===== src/rtl/song_sequencer_pkg.sv =====
// Shared widths, ROM word layout, end-of-song marker and FSM state encoding for the
// song sequencer and its ROM.
package song_sequencer_pkg;

    localparam int unsigned SONG_W = 2;
    localparam int unsigned IDX_W  = 5;
    localparam int unsigned NOTE_W = 6;
    localparam int unsigned DUR_W  = 6;
    localparam int unsigned ADDR_W = SONG_W + IDX_W;
    localparam int unsigned WORD_W = NOTE_W + DUR_W;

    // A zero duration marks the end of a song; note_player treats it the same way.
    localparam logic [DUR_W-1:0] END_MARKER_DUR = '0;
    localparam logic [IDX_W-1:0] LAST_IDX       = '1;

    typedef enum logic [2:0] {
        StIdle,
        StFetch,
        StWaitRom,
        StPlaying,
        StPaused,
        StDone
    } state_e;

    function automatic logic [WORD_W-1:0] pack_entry(input logic [NOTE_W-1:0] note,
                                                     input logic [DUR_W-1:0]  dur);
        return {note, dur};
    endfunction

endpackage


===== src/rtl/song_sequencer_rom.sv =====
// Synchronous song ROM: {note, duration} words addressed by {song, idx}, one-cycle read.
module song_rom
    import song_sequencer_pkg::*;
(
    input  logic              clk_i,
    input  logic [ADDR_W-1:0] addr_i,
    output logic [WORD_W-1:0] data_o
);

    logic [SONG_W-1:0] song;
    logic [IDX_W-1:0]  idx;
    logic [WORD_W-1:0] word;
    logic [WORD_W-1:0] data_q;

    assign song = addr_i[ADDR_W-1:IDX_W];
    assign idx  = addr_i[IDX_W-1:0];

    // Unlisted slots read as end markers.
    always_comb begin
        word = pack_entry('0, END_MARKER_DUR);
        case (song)
            2'd0: begin
                case (idx)
                    5'd0:    word = pack_entry(6'd5, 6'd1);
                    5'd1:    word = pack_entry(6'd7, 6'd2);
                    5'd2:    word = pack_entry(6'd9, 6'd3);
                    default: ;
                endcase
            end
            2'd1: begin
                case (idx)
                    5'd0:    word = pack_entry(6'd12, 6'd4);
                    5'd1:    word = pack_entry(6'd20, 6'd2);
                    default: ;
                endcase
            end
            2'd2: begin
                case (idx)
                    5'd0:    word = pack_entry(6'd30, 6'd3);
                    5'd1:    word = pack_entry(6'd31, 6'd1);
                    5'd2:    word = pack_entry(6'd32, 6'd5);
                    5'd3:    word = pack_entry(6'd33, 6'd2);
                    default: ;
                endcase
            end
            // Song 3 fills all 32 slots, so it ends on the last index rather than a marker.
            default: word = pack_entry({1'b1, idx}, {4'b0, idx[1:0]} + 6'd1);
        endcase
    end

    always_ff @(posedge clk_i) begin
        data_q <= word;
    end

    assign data_o = data_q;

endmodule


===== src/rtl/song_sequencer.sv =====
// Walks a song in the ROM, hands each {note, duration} to note_player with a new_note
// pulse, waits for note_done, and flags song_done at the end marker or the last slot.
module song_sequencer
    import song_sequencer_pkg::*;
(
    input  logic              clk_i,
    input  logic              reset_i,
    input  logic              play_i,
    input  logic [SONG_W-1:0] song_i,
    input  logic              note_done_i,
    output logic [NOTE_W-1:0] note_to_load_o,
    output logic [DUR_W-1:0]  duration_to_load_o,
    output logic              new_note_o,
    output logic              song_done_o,
    output logic              busy_o
);

    state_e            state_q, state_d;
    logic [IDX_W-1:0]  idx_q, idx_d;
    logic [SONG_W-1:0] song_q, song_d;
    logic [NOTE_W-1:0] note_q, note_d;
    logic [DUR_W-1:0]  dur_q, dur_d;
    logic              new_note_q, new_note_d;
    logic              song_done_q, song_done_d;

    logic [WORD_W-1:0] rom_data;
    logic [NOTE_W-1:0] rom_note;
    logic [DUR_W-1:0]  rom_dur;
    logic              busy;

    song_rom u_rom (
        .clk_i  (clk_i),
        .addr_i ({song_q, idx_q}),
        .data_o (rom_data)
    );

    assign rom_note = rom_data[WORD_W-1:DUR_W];
    assign rom_dur  = rom_data[DUR_W-1:0];
    assign busy     = (state_q != StIdle) && (state_q != StDone);

    always_comb begin
        state_d     = state_q;
        idx_d       = idx_q;
        song_d      = song_q;
        note_d      = note_q;
        dur_d       = dur_q;
        new_note_d  = 1'b0;
        song_done_d = 1'b0;

        // A song change restarts from slot 0 ahead of pause and note_done handling.
        if (busy && (song_i != song_q)) begin
            song_d  = song_i;
            idx_d   = '0;
            state_d = StFetch;
        end else begin
            case (state_q)
                StIdle: begin
                    if (play_i) begin
                        song_d  = song_i;
                        idx_d   = '0;
                        state_d = StFetch;
                    end
                end
                StFetch: begin
                    state_d = play_i ? StWaitRom : StPaused;
                end
                StWaitRom: begin
                    if (!play_i) begin
                        state_d = StPaused;
                    end else if (rom_dur == END_MARKER_DUR) begin
                        song_done_d = 1'b1;
                        state_d     = StDone;
                    end else begin
                        note_d     = rom_note;
                        dur_d      = rom_dur;
                        new_note_d = 1'b1;
                        state_d    = StPlaying;
                    end
                end
                StPlaying: begin
                    // note_done coinciding with the load pulse belongs to the old note.
                    if (!play_i) begin
                        state_d = StPaused;
                    end else if (note_done_i && !new_note_q) begin
                        if (idx_q == LAST_IDX) begin
                            song_done_d = 1'b1;
                            state_d     = StDone;
                        end else begin
                            idx_d   = idx_q + IDX_W'(1);
                            state_d = StFetch;
                        end
                    end
                end
                StPaused: begin
                    if (play_i) begin
                        state_d = StFetch;
                    end
                end
                StDone: begin
                    if (!play_i || (song_i != song_q)) begin
                        state_d = StIdle;
                    end
                end
                default: state_d = StIdle;
            endcase
        end
    end

    always_ff @(posedge clk_i or posedge reset_i) begin
        if (reset_i) begin
            state_q     <= StIdle;
            idx_q       <= '0;
            song_q      <= '0;
            note_q      <= '0;
            dur_q       <= '0;
            new_note_q  <= 1'b0;
            song_done_q <= 1'b0;
        end else begin
            state_q     <= state_d;
            idx_q       <= idx_d;
            song_q      <= song_d;
            note_q      <= note_d;
            dur_q       <= dur_d;
            new_note_q  <= new_note_d;
            song_done_q <= song_done_d;
        end
    end

    assign note_to_load_o     = note_q;
    assign duration_to_load_o = dur_q;
    assign new_note_o         = new_note_q;
    assign song_done_o        = song_done_q;
    assign busy_o             = busy;

endmodule


===== config.mk =====
export PLATFORM = sky130hd
export DESIGN_NAME = song_sequencer
export DESIGN_NICKNAME = d
export VERILOG_FILES = /design/src/rtl/song_sequencer_pkg.sv /design/src/rtl/song_sequencer_rom.sv /design/src/rtl/song_sequencer.sv
export SDC_FILE = /design/constraint.sdc
export NUM_CORES = 1
export LEC_CHECK = 0
export ABC_AREA = 1
export BUFFER_PORTS_ARGS = -buffer_cell sky130_fd_sc_hd__buf_2
export CORE_ASPECT_RATIO = 0.5
export CORE_MARGIN = 2
export CORE_UTILIZATION = 52
export CTS_CLUSTER_DIAMETER = 150
export CTS_CLUSTER_SIZE = 20
export DETAILED_ROUTE_END_ITERATION = 10
export PLACE_DENSITY_LB_ADDON = 0.15
export SYNTH_ARGS = -nofsm -noshare
export SYNTH_HDL_FRONTEND = slang
export SYNTH_HIERARCHICAL = 1
export SYNTH_SLANG_ARGS = --single-unit

===== constraint.sdc =====
create_clock -name clk_i -period 1.6 [get_ports clk_i]
set_input_delay 0.24 -clock clk_i [delete_from_list [all_inputs] [get_ports clk_i]]
set_output_delay 0.24 -clock clk_i [all_outputs]
set_load 0.01 [all_outputs]

# Word-level counts from Yosys, hierarchy flattened
# Cells that the tools add are included.
[word_totals]
register_bits = 36
input_bits = 6
[op_classes]
n_addsub = 2
eq_ne = 20
muxes = 34
n_bitwise = 2
n_reduce_logical = 19
[op_table]
columns = ["op", "n"]
rows = [
  ["$pmux W12 S4", 1],
  ["$pmux W12 S3", 1],
  ["$pmux W10 S3", 1],
  ["$mux W3", 9],
  ["$mux W5", 5],
  ["$pmux W11 S2", 1],
  ["$ne A3 B3 Y1 const B", 6],
  ["$pmux W3 S5", 1],
  ["$eq A5 B2 Y1 const B", 2],
  ["$mux W1", 10],
  ["$pmux W5 S2", 1],
  ["$eq A3 B2 Y1 const B", 2],
  ["$eq A3 B3 Y1 const B", 2],
  ["$logic_not A6 Y1", 1],
  ["$mux W2", 3],
  ["$reduce_bool A3 Y1", 2],
  ["$add A5 B1 Y5 const B", 1],
  ["$eq A5 B1 Y1 const B", 1],
  ["$eq A5 B5 Y1 const B", 1],
  ["$logic_not A5 Y1", 1],
  ["$reduce_and A5 Y1", 1],
  ["$ne A4 B4 Y1 const B", 1],
  ["$reduce_and A4 Y1", 1],
  ["$reduce_bool A2 Y1", 2],
  ["16 further kinds", 20],
]

# Logic depth before layout (Yosys ltp)
[depth]
ltp_word = 6
ltp_mapped = 11

# Modules after synthesis
# Netlist, hierarchy kept.
[modules_own_cells]
columns = ["mod", "instances", "cells_each", "area_per_inst_um2", "seq_area_each_um2"]
rows = [
  ["song_sequencer", 1, 172, 1268.7, 600.6],
  ["song_rom", 1, 69, 498.0, 180.2],
]

# Worst setup path before layout
# OpenSTA, ideal clock, no wires.
[synth_timing]
path_type = "flip-flop to flip-flop"
startpoint = "register idx_q[0]"
endpoint = "register idx_q[0]"
t_arrival_ns = 1.449
path_slack_ns = 0.030
stages_incl_launch_ff = 11
path_buffers = 0
period_less_slack_ns = 1.570
path_cell_list = "dfrtp_1 ha_1 nand2_1 nor2_1 ha_1 nor2_1 nor2_1 nand2_1 nand2_1 o21bai_1 nand2_1"
[synth_via]
elab_chain_len = 6
word_cells_on_any_way = 9
classes_between = "add/sub: 1; eq/ne: 2; mux: 5; reduce/logical: 1"
[synth_rtl]
columns = ["element", "line", "text"]
rows = [
  ["start: declaration", "song_sequencer.sv:19", "logic [IDX_W-1:0] idx_q, idx_d;"],
  ["start signal: assignment", "song_sequencer.sv:120", "idx_q <= idx_d;"],
  ["$add A5 B1 Y5", "song_sequencer.sv:89", "idx_d = idx_q + IDX_W'(1);"],
  ["$mux W5", "song_sequencer.sv:85", "if (idx_q == LAST_IDX) begin"],
  ["$mux W5", "song_sequencer.sv:84", "end else if (note_done_i && !new_note_q) begin"],
  ["$mux W5", "song_sequencer.sv:82", "if (!play_i) begin"],
  ["$pmux W5 S2", "song_sequencer.sv:56", "case (state_q)"],
  ["$mux W5", "song_sequencer.sv:51", "if (busy && (song_i != song_q)) begin"],
]
# Several ways; a longest one is shown, not always the timed one. The select of a mux whose other input is x is not followed.
# A chain may end at the register's enable or synchronous reset.

# Final worst setup path
[layout_timing]
startpoint = "register idx_q[1]"
endpoint = "register idx_q[4]"
# Same word-level chain as after synthesis.

==> results.cfg <==
[sta]
rsz0062_at_grt = true
slew_viol_final = 0
max_freq_mhz = 623
fin_crit_ps = 1600
worst_clock_skew_ps = 2.70
post-route-period-util_pct = 100
setup_ws_ps = -4.90
hold_viol_final = 0
finalSetupViolations = 2

[synth]
yosys-top-cells-area = dfrtp_1 34%, nand2_1 20%, dfxtp_1 10%, nand3_1 6.2%, inv_1 5.9%
synth_top_area_share_pct = 34.0
avgSynthCellArea_um2 = 7.33
seq_area_frac_synth_pct = 44.2
syn_inst = 241
ys_seq_elements = 33
ys.warnings.count = 6
synth_cell_types = 24
synth_area_mm2 = 0.00177
netlist.top_cell.by_area = dfrtp_1

[routing]
drt_iter0_markers = 85
vias = 1590
ant_nets = 0
via_per_inst = 4.95
drc = 0
post_drt_wl_per_cell_um = 11.6
drt_first_pass_iters = 4
totalWireLength_mm = 3.73

[power]
comb_power_share_pct = 44.2
p_int_mw = 1.97
power.share.sequential_pct = 38.0
power_frac_clock_pct = 17.8
power_mw = 3.34
irDropWorstVdd_mv = 1.07
power_per_cell_area_mw_per_mm2 = 1580
swShare_pct = 40.9
leakage_nw = 1.21
switchingPower_mw = 1.37

[clock_tree]
holdBufCountCts = 0
clock_sinks = 33
htreeDepth = 2
clockRootBuffer = clkbuf_8
path_clk_slew_ps = 70
clock_latency_ps = 280
clock_path_buffers = 2
cts_tree = yes
cts-buffers-inserted = 5

[placement]
placedInstanceArea_mm2 = 0.00196
io_buffer_count = 20
hpwl_mm = 2.70
place.gp.congestion = 0.901

[worst_setup_path]
crit_required_ps = 1820
path_max_fanout = 5
critPathCaptureType = flop
worst_ep_arrival_time_ps = 1820
cp-start-kind = flop
path_class = reg2reg

[global_routing]
grt.total_usage_pct = 20.7
grt_pass1_vias = 1454
grt_pass1_wl_mm = 6.12
grt_antenna_before_repair = 0
grt_max_degree = 25
gr-total-overflow = 0

[die]
rows = 14
dieArea_mm2 = 0.00391
pin_count = 21
initial_core_util_pct = 56.7
core_mm2 = 0.00312
die_y_um = 45.2
fp.dieW_um = 86.4

[worst_hold_path]
hold_class = in2async

[finish]
final_util_pct = 67.9
fin_area_mm2 = 0.00212
n_antenna_cell = 0
syn2layout_area_growth_pct = 19.9
final_cell_mix = 90 x nand2_1, 27 x inv_1, 24 x dfrtp_1
finalNetCount = 292
final_common_cell = nand2_1
fillers = 275
register_area_um2 = 781
layout-drive-gt1-share_pct = 21.4
multi_input_area_um2 = 883

[status]
violations = negative setup slack
status = complete, but fails checks

[job]
drv_cap = 0
[power groups by stage]
stage          Clock, mW  Sequential [mW]  Combinational, mW
4_1_cts            0.608             1.28               1.38
3_3_place_gp           0             1.28               1.33
2_1_floorplan          0             1.35              0.849
6_report           0.594             1.27               1.48
3_5_place_dp           0             1.29               1.36
5_1_grt            0.659             1.31               1.66
[worst max-delay path, cell delays in order (launching register included)]
cell and delay, ps:
dfrtp_1 380, ha_2 190, nand2_1 50, nor2_1 40
ha_2 170, nor2_1 90, nor2_1 60, nand2_1 130
inv_2 60, nor2_4 200, nand3_2 90, nand2_1 70
[Yosys cell counts, drive strengths merged]
| cell | instances |
|---|---|
| a21oi | 2 |
| a31oi | 2 |
| buf | 5 |
| conb | 1 |
| dfrtp | 24 |
| dfxtp | 9 |
| ha | 6 |
| inv | 29 |
| nand2 | 94 |
| nand3 | 23 |
| nand4 | 5 |
| nor2 | 22 |
| nor3 | 1 |
| nor4 | 1 |
| o211ai | 3 |
| o21ai | 7 |
| o21bai | 5 |
| xor2 | 2 |
[registers in the layout, summed over array words and instances, names as in the netlist]
signal,count
duration_to_load_o,6
song_q,2
idx_q,5
song_done_o,1
new_note_o,1
u_rom/data_o,9
note_to_load_o,6
state_q,3
[stage by stage]
step / setup WS [ps] / cells / setup TNS [ps] / hold slack [ps]
final: -4.90 / 321 / -5.52 / 2.05
after floorplan: 30.1 / 243 / 0 / 255
after global routing: -125 / 321 / -674 / 19.1
after global placement: 41.7 / 308 / 0 / 297
after detailed placement: -7.83 / 308 / -10.3 / 305
after CTS: 26.6 / 316 / 0 / 4.78
[cell type report]
class / instances / area share (%)
multi-input combinational: 176 / 41.7
tap: 40 / 2.36
timing repair buffer: 35 / 10.0
sequential: 33 / 36.9
clock inverter: 2 / 0.473
inverter: 29 / 5.14
clock buffer: 6 / 3.43
[layer usage]
layer | wire length (um) | track usage (%) | vias to the layer above
met5 | 0 | 0 | -
met4 | 0 | 3.75 | 0
met3 | 259 | 8.41 | 0
met2 | 1670 | 33.5 | 43
met1 | 1800 | 27.0 | 713
li1 | - | - | 834
[cells by family (layout without fill, tap and decap cells)]
kind of cell,count (synthesis),after routing,synth area share [%]
flops,33,33,44.2
fa+ha+maj,6,6,4.25
compound gates,19,19,6.66
buf+inv,34,72,8.50
simple gates,146,146,35.2
other cells,1,3,0.212
xor+xnor,2,2,0.992
[worst paths after layout]
check	start	to	slack, ps	depth (start not counted)
setup / recovery	idx_q[1]	idx_q[4]	-5	11
hold / removal	reset_i	duration_to_load_o[4]	2	3
setup reg to reg	idx_q[1]	idx_q[4]	-5	11
hold reg to reg	u_rom/data_o[9]	note_to_load_o[3]	420	2
max in group asynchronous	reset_i	idx_q[4]	1350	3
min in group clk_i	song_i[1]	song_q[1]	210	3
[timing repair]
action | 4_1_cts | 5_1_grt
buffers inserted | 0 | 5
endpoints found under the setup margin | 5 | 25
pin swaps | 2 | 12
resized for setup | 2 | 10
(Power assumes the default switching activity.)
